===== config.mk =====
export PLATFORM = sky130hd
export DESIGN_NAME = keypad_ebcd_scanner
export DESIGN_NICKNAME = d
export VERILOG_FILES = /design/src/rtl/keypad_ebcd_scanner.sv
export SDC_FILE = /design/constraint.sdc
export NUM_CORES = 1
export LEC_CHECK = 0
export ABC_AREA = 1
export CAP_MARGIN = 20
export CORE_MARGIN = 4
export CORE_UTILIZATION = 40
export CTS_CLUSTER_SIZE = 16
export DETAILED_ROUTE_END_ITERATION = 10
export DONT_BUFFER_PORTS = 1
export PLACE_DENSITY = 0.56
export SLEW_MARGIN = 20
export SYNTH_ARGS = -nofsm -noshare
export SYNTH_HDL_FRONTEND = slang
export SYNTH_SLANG_ARGS = --single-unit

===== constraint.sdc =====
create_clock -name sw_clk -period 1.8 [get_ports sw_clk]
set_clock_uncertainty 0.1 [all_clocks]
set_input_delay 0.45 -clock sw_clk [delete_from_list [all_inputs] [get_ports sw_clk]]
set_output_delay 0.45 -clock sw_clk [all_outputs]
set_load 0.02 [all_outputs]

===== src/rtl/keypad_ebcd_scanner.sv =====
// 4x4 calculator keypad scanner/debouncer emitting one eBCD strobe per accepted press.
// Build with KEY_REPEAT_EN defined to add auto-repeat of digit keys 0-9 while held.
module keypad_ebcd_scanner #(
  parameter int SCAN_DIV     = 1000,
  parameter int DEBOUNCE_CNT = 20000,
  parameter int STROBE_CYC   = 4,
  parameter int REPEAT_DLY   = 5000000,
  parameter int REPEAT_PER   = 1000000
) (
  input  logic       sw_clk,
  input  logic       rst,
  input  logic [3:0] row,
  output logic [3:0] col,
  output logic [4:0] eBCD,
  output logic       key_down
);

  localparam int SC_W = (SCAN_DIV > 1) ? $clog2(SCAN_DIV) : 1;
  localparam int DB_W = (DEBOUNCE_CNT > 1) ? $clog2(DEBOUNCE_CNT) : 1;
  localparam int ST_W = $clog2(STROBE_CYC + 1);

  if (SCAN_DIV < 4 || DEBOUNCE_CNT < 1 || STROBE_CYC < 1 || REPEAT_DLY < 1 || REPEAT_PER < 1)
  begin : g_bad_cfg
    $error("keypad_ebcd_scanner: illegal parameter set");
  end

  typedef enum logic [1:0] {SCAN, DEBOUNCE, PRESS, WAIT_RELEASE} state_t;

  state_t          state_q, state_d;
  logic [3:0]      rs_meta_q, rs_q;
  logic [3:0]      col_q, col_d;
  logic [3:0]      cand_q, cand_d;
  logic [3:0]      code_q, code_d;
  logic            strobe_q, strobe_d;
  logic            key_down_q, key_down_d;
  logic [SC_W-1:0] scan_cnt_q, scan_cnt_d;
  logic [DB_W-1:0] db_cnt_q, db_cnt_d;
  logic [ST_W-1:0] str_cnt_q, str_cnt_d;
`ifdef KEY_REPEAT_EN
  localparam int RP_MAX = (REPEAT_DLY > REPEAT_PER) ? REPEAT_DLY : REPEAT_PER;
  localparam int HD_W   = $clog2(RP_MAX + 1);
  logic [HD_W-1:0] hold_cnt_q, hold_cnt_d;
  logic            rep_mode_q, rep_mode_d;
  logic [ST_W-1:0] rep_cnt_q, rep_cnt_d;
`endif

  function automatic logic [3:0] rotl(input logic [3:0] v);
    rotl = {v[2:0], v[3]};
  endfunction

  function automatic logic one_low(input logic [3:0] v);
    case (v)
      4'b1110, 4'b1101, 4'b1011, 4'b0111: one_low = 1'b1;
      default:                            one_low = 1'b0;
    endcase
  endfunction

  function automatic logic [1:0] low_idx(input logic [3:0] v);
    case (v)
      4'b1110: low_idx = 2'd0;
      4'b1101: low_idx = 2'd1;
      4'b1011: low_idx = 2'd2;
      default: low_idx = 2'd3;
    endcase
  endfunction

  // Calculator key layout: {row, col} -> eBCD code.
  function automatic logic [3:0] key_code(input logic [1:0] r, input logic [1:0] c);
    case ({r, c})
      4'h0:    key_code = 4'h1;
      4'h1:    key_code = 4'h2;
      4'h2:    key_code = 4'h3;
      4'h3:    key_code = 4'hA;
      4'h4:    key_code = 4'h4;
      4'h5:    key_code = 4'h5;
      4'h6:    key_code = 4'h6;
      4'h7:    key_code = 4'hB;
      4'h8:    key_code = 4'h7;
      4'h9:    key_code = 4'h8;
      4'hA:    key_code = 4'h9;
      4'hB:    key_code = 4'hC;
      4'hC:    key_code = 4'hE;
      4'hD:    key_code = 4'h0;
      4'hE:    key_code = 4'hF;
      default: key_code = 4'hD;
    endcase
  endfunction

  always_comb begin
    state_d    = state_q;
    col_d      = col_q;
    cand_d     = cand_q;
    code_d     = code_q;
    strobe_d   = strobe_q;
    key_down_d = key_down_q;
    scan_cnt_d = scan_cnt_q;
    db_cnt_d   = db_cnt_q;
    str_cnt_d  = str_cnt_q;
    case (state_q)
      SCAN: begin
        if (scan_cnt_q == SC_W'(SCAN_DIV - 1)) begin
          scan_cnt_d = '0;
          if (one_low(rs_q)) begin
            cand_d   = rs_q;
            db_cnt_d = '0;
            state_d  = DEBOUNCE;
          end else begin
            col_d = rotl(col_q);
          end
        end else begin
          scan_cnt_d = scan_cnt_q + SC_W'(1);
        end
      end
      DEBOUNCE: begin
        if (rs_q == cand_q) begin
          if (db_cnt_q == DB_W'(DEBOUNCE_CNT - 1)) begin
            code_d     = key_code(low_idx(cand_q), low_idx(col_q));
            key_down_d = 1'b1;
            str_cnt_d  = '0;
            db_cnt_d   = '0;
            state_d    = PRESS;
          end else begin
            db_cnt_d = db_cnt_q + DB_W'(1);
          end
        end else begin
          db_cnt_d = '0;
          col_d    = rotl(col_q);
          state_d  = SCAN;
        end
      end
      // First PRESS cycle keeps the strobe low so the code is set up ahead of it.
      PRESS: begin
        if (str_cnt_q == ST_W'(STROBE_CYC)) begin
          strobe_d = 1'b0;
          db_cnt_d = '0;
          state_d  = WAIT_RELEASE;
        end else begin
          strobe_d  = 1'b1;
          str_cnt_d = str_cnt_q + ST_W'(1);
        end
      end
      WAIT_RELEASE: begin
        if (rs_q == 4'b1111) begin
          if (db_cnt_q == DB_W'(DEBOUNCE_CNT - 1)) begin
            db_cnt_d   = '0;
            key_down_d = 1'b0;
            strobe_d   = 1'b0;
            col_d      = rotl(col_q);
            state_d    = SCAN;
          end else begin
            db_cnt_d = db_cnt_q + DB_W'(1);
          end
        end else begin
          db_cnt_d = '0;
        end
      end
      default: begin
        state_d = SCAN;
        col_d   = 4'b1110;
      end
    endcase
`ifdef KEY_REPEAT_EN
    hold_cnt_d = hold_cnt_q;
    rep_mode_d = rep_mode_q;
    rep_cnt_d  = rep_cnt_q;
    // Hold time is measured from the code load so repeats land at accept+DLY, +PER, ...
    if ((state_q == PRESS || state_q == WAIT_RELEASE) && rs_q == cand_q) begin
      hold_cnt_d = hold_cnt_q + HD_W'(1);
    end else begin
      hold_cnt_d = '0;
      rep_mode_d = 1'b0;
    end
    if (state_q == WAIT_RELEASE && state_d == WAIT_RELEASE) begin
      if (rep_cnt_q != '0) begin
        rep_cnt_d = rep_cnt_q - ST_W'(1);
      end else begin
        strobe_d = 1'b0;
      end
      if (rs_q == cand_q &&
          hold_cnt_q >= (rep_mode_q ? HD_W'(REPEAT_PER) : HD_W'(REPEAT_DLY))) begin
        hold_cnt_d = HD_W'(1);
        rep_mode_d = 1'b1;
        if (code_q <= 4'd9) begin
          strobe_d  = 1'b1;
          rep_cnt_d = ST_W'(STROBE_CYC - 1);
        end else begin
          rep_cnt_d = '0;
        end
      end else begin
        rep_mode_d = rep_mode_d;
      end
    end else begin
      rep_cnt_d = '0;
    end
`endif
  end

  // Two-flop synchronizer for the asynchronous row inputs.
  always_ff @(posedge sw_clk or negedge rst) begin
    if (!rst) begin
      rs_meta_q <= 4'b1111;
      rs_q      <= 4'b1111;
    end else begin
      rs_meta_q <= row;
      rs_q      <= rs_meta_q;
    end
  end

  always_ff @(posedge sw_clk or negedge rst) begin
    if (!rst) begin
      state_q    <= SCAN;
      col_q      <= 4'b1110;
      cand_q     <= 4'b1111;
      code_q     <= 4'h0;
      strobe_q   <= 1'b0;
      key_down_q <= 1'b0;
      scan_cnt_q <= '0;
      db_cnt_q   <= '0;
      str_cnt_q  <= '0;
`ifdef KEY_REPEAT_EN
      hold_cnt_q <= '0;
      rep_mode_q <= 1'b0;
      rep_cnt_q  <= '0;
`endif
    end else begin
      state_q    <= state_d;
      col_q      <= col_d;
      cand_q     <= cand_d;
      code_q     <= code_d;
      strobe_q   <= strobe_d;
      key_down_q <= key_down_d;
      scan_cnt_q <= scan_cnt_d;
      db_cnt_q   <= db_cnt_d;
      str_cnt_q  <= str_cnt_d;
`ifdef KEY_REPEAT_EN
      hold_cnt_q <= hold_cnt_d;
      rep_mode_q <= rep_mode_d;
      rep_cnt_q  <= rep_cnt_d;
`endif
    end
  end

  assign col      = col_q;
  assign eBCD     = {strobe_q, code_q};
  assign key_down = key_down_q;

endmodule

==> qor.txt <==
Outcome: finished, final reports clean
Diode count: 0
CP Launch Point: cand_q[0]
Multi-input logic area: 1640 µm²
HPWL after DPL: 4910 µm
Crit path buf inv count: 2
Syn. warnings: 0
Final Critical Period: 1.71 ns
Die height: 95.6 µm
Area contributors post-synth: dfrtp_1 30%, dfstp_2 13%, nand2_1 12%, nand3_1 7.3%, nor2_1 6.1%
Cells after synthesis: 404
Syn nets: 416
CTS buffer count: 5
Sequential fraction of the synthesis area: 0.430
Global Route Usage Sum: 0.162
CP max-delay cell: dfstp_2
Number of antenna violations at the first check in global routing: 0
Flops & latches, synth: 52
DRC viols: 0
Max-cap violations: 0
Crit end category: register
IO Pins: 16
Clock buffer depth: 2
Sw Ratio: 0.220
Crit-path leading delay family: simple AND/OR/NAND/NOR gates
Combinational power share: 0.040
Most common cell after layout, fill and taps aside: nand2_1
Hold path depth: 0
Final antenna-violating net count: 0
Final Hold Vio Count: 0
Final Util: 0.502
Worst r2r path cells: 10
Placed Cells incl. Taps: 526
Layout cells sized above 1: 0.280
Hold Crit Start: row[2]
GPL Wtd Cong: 0.875
Final Setup Violations: 0
Clock transition at the registers of the reported paths: 0.10 ns
Detailed Routing Iterations Pass 1: 4
CTS H-tree lvls: 2
Clock Power Share: 0.387
Die area: 9140 µm²
Largest net degree at the start of global routing: 53
Post-DR vias/cell: 4.95
Critical path startpoint category: register
Die width: 95.6 µm
Root Driver: clkbuf_8
P&R area growth vs syn: 20.5%
DR vias: 2697
Reg-to-reg slack, setup: 0.09 ns
Internal: 1620 µW
Slew Viols, Final: 0
Crit path kind: register to register
Worst path depth: 10
CTS tree: built
Pwr/cell area: 562 nW/µm²
Min-delay worst type: input port to register
RSZ-0062 raised after global routing: true
Starting Density: 0.416
Yosys cell types: 35
Final period utilization: 0.950
Design area: 3700 µm²
Drt total wl: 6790 µm
Worst skew pair latency: 0.31 ns
Total grt overflow: 0
Row count: 31
Port buffer count: 0
Dpl cell area: 3360 µm²
Slew @ Worst Pin: 0.359 ns
CP max stage delay: 0.56 ns
Seq pwr share: 0.573
Fillers: 720
Crit-path cells: inv_2 > nand2_2 > nand2_2 > nor2_2 > nand3_2 > nor2_4 > inv_4 > nand2_4 > nand3_2 > o21ai_1
Core Area: 7370 µm²
Crit Path Max Fanout: 5
Mean post-synth cell area: 7.60 µm²
Netlist Area Pre-Place: 3070 µm²
First-pass GRT wire length: 11700 µm
Most frequent cells in the layout: 90 x nand2_1, 44 x nor2_1, 43 x nand3_1, 37 x dfrtp_1, 33 x inv_1
TritonCTS Sinks: 52
Final net count: 457
Worst path arrival time: 1.85 ns
Vias in the first global route: 2583
Critical Path RT: 1.94 ns
Psw: 457 µW
Drt wl/cell: 12.5 µm
Fin cells: 545
Register area: 1320 µm²
Peak Freq: 0.585 GHz
Synth top area share: 0.302
Leak: 0.00179 µW
Slew HR: 0.759
Synth area leader: dfrtp_1
Initial DRC count: 99
Reg2reg start: cand_q[0]
Peak supply drop: 0.000455 V
area by class of cell:
type	instances	share of cell area
multi-input cells	297	0.442
flip-flops and latches	52	0.357
repair buffers	36	0.0812
inverters	53	0.0558
well taps	99	0.0335
clock buffers	5	0.0186
clock inverters	3	0.0115
cell families (layout without fill, tap and decap cells):
kind of cell / Yosys count / after routing / synth area share
simple gates: 239 / 240 / 0.367
buf+inv: 56 / 97 / 0.0734
flops: 52 / 52 / 0.430
compound gates: 42 / 42 / 0.0791
xor+xnor: 9 / 9 / 0.0257
fa+ha+maj: 6 / 6 / 0.0245
synthesized netlist by cell type, drive strengths merged:
cell / number
dfstp: 15
o22ai: 2
nand3b: 1
o21bai: 1
nor2: 59
o21ai: 17
ha: 6
buf: 2
nand4: 11
a21oi: 16
or2: 2
o211ai: 5
xor2: 7
nand2: 110
xnor2: 2
dfrtp: 37
clkinv: 2
clkbuf: 1
inv: 51
nand3: 49
a22o: 1
nor3: 7
path summary, 6_finish.rpt:
kind / endpoint
worst max-delay path: str_cnt_q[1]
worst min register to register: rs_q[0]
max in group asynchronous: cand_q[0]
min in group asynchronous: str_cnt_q[0]
worst min-delay path: rs_meta_q[2]
worst max register to register: str_cnt_q[1]
power groups by stage:
stage | clock (µW) | combinational, µW | sequential (µW)
6_report | 805 | 82.4 | 1190
5_1_grt | 884 | 92.8 | 1190
4_1_cts | 833 | 75.4 | 1190
3_5_place_dp | 0 | 41.9 | 1210
3_3_place_gp | 0 | 41.9 | 1210
2_1_floorplan | 0 | 33.9 | 1210
state kept, by name, summed over array words and instances (netlist names), named ones only:
name and cells:
db_cnt_q 15, key_down 1, state_q 1, code_q 4, str_cnt_q 3, cand_q 4
col 4, rs_meta_q 4, strobe_q 1, scan_cnt_q 10, rs_q 4
repair_timing:
action	CTS	global route
setup buffers	0	8
setup endpoints to repair	0	26
endpoints found under the hold margin	52	0
gates resized for setup	0	38
hold buffers	2	0
metal layers:
layer,vias up,track usage,part of all wire
met4,0,0.0545,0.017
li1,1392,-,-
met3,10,0.0260,0.032
met5,-,0,0
met1,1249,0.215,0.48
met2,46,0.268,0.47
metrics by stage:
| step | TNS [ns] | power, µW | hold WS [ns] | setup WS, ns |
|---|---|---|---|---|
| 5_1_grt | -0.115 | 2170 | 0.0102 | -0.0284 |
| 6_report | 0 | 2080 | 0.0319 | 0.0897 |
| 3_3_place_gp | 0 | 1250 | 0.0556 | 0.0702 |
| 3_5_place_dp | 0 | 1250 | 0.0557 | 0.0459 |
| 2_1_floorplan | 0 | 1240 | 0.0544 | 0.0644 |
| 4_1_cts | 0 | 2100 | 0.0198 | 0.0251 |
No activity file was read; power rests on OpenSTA's default activity.
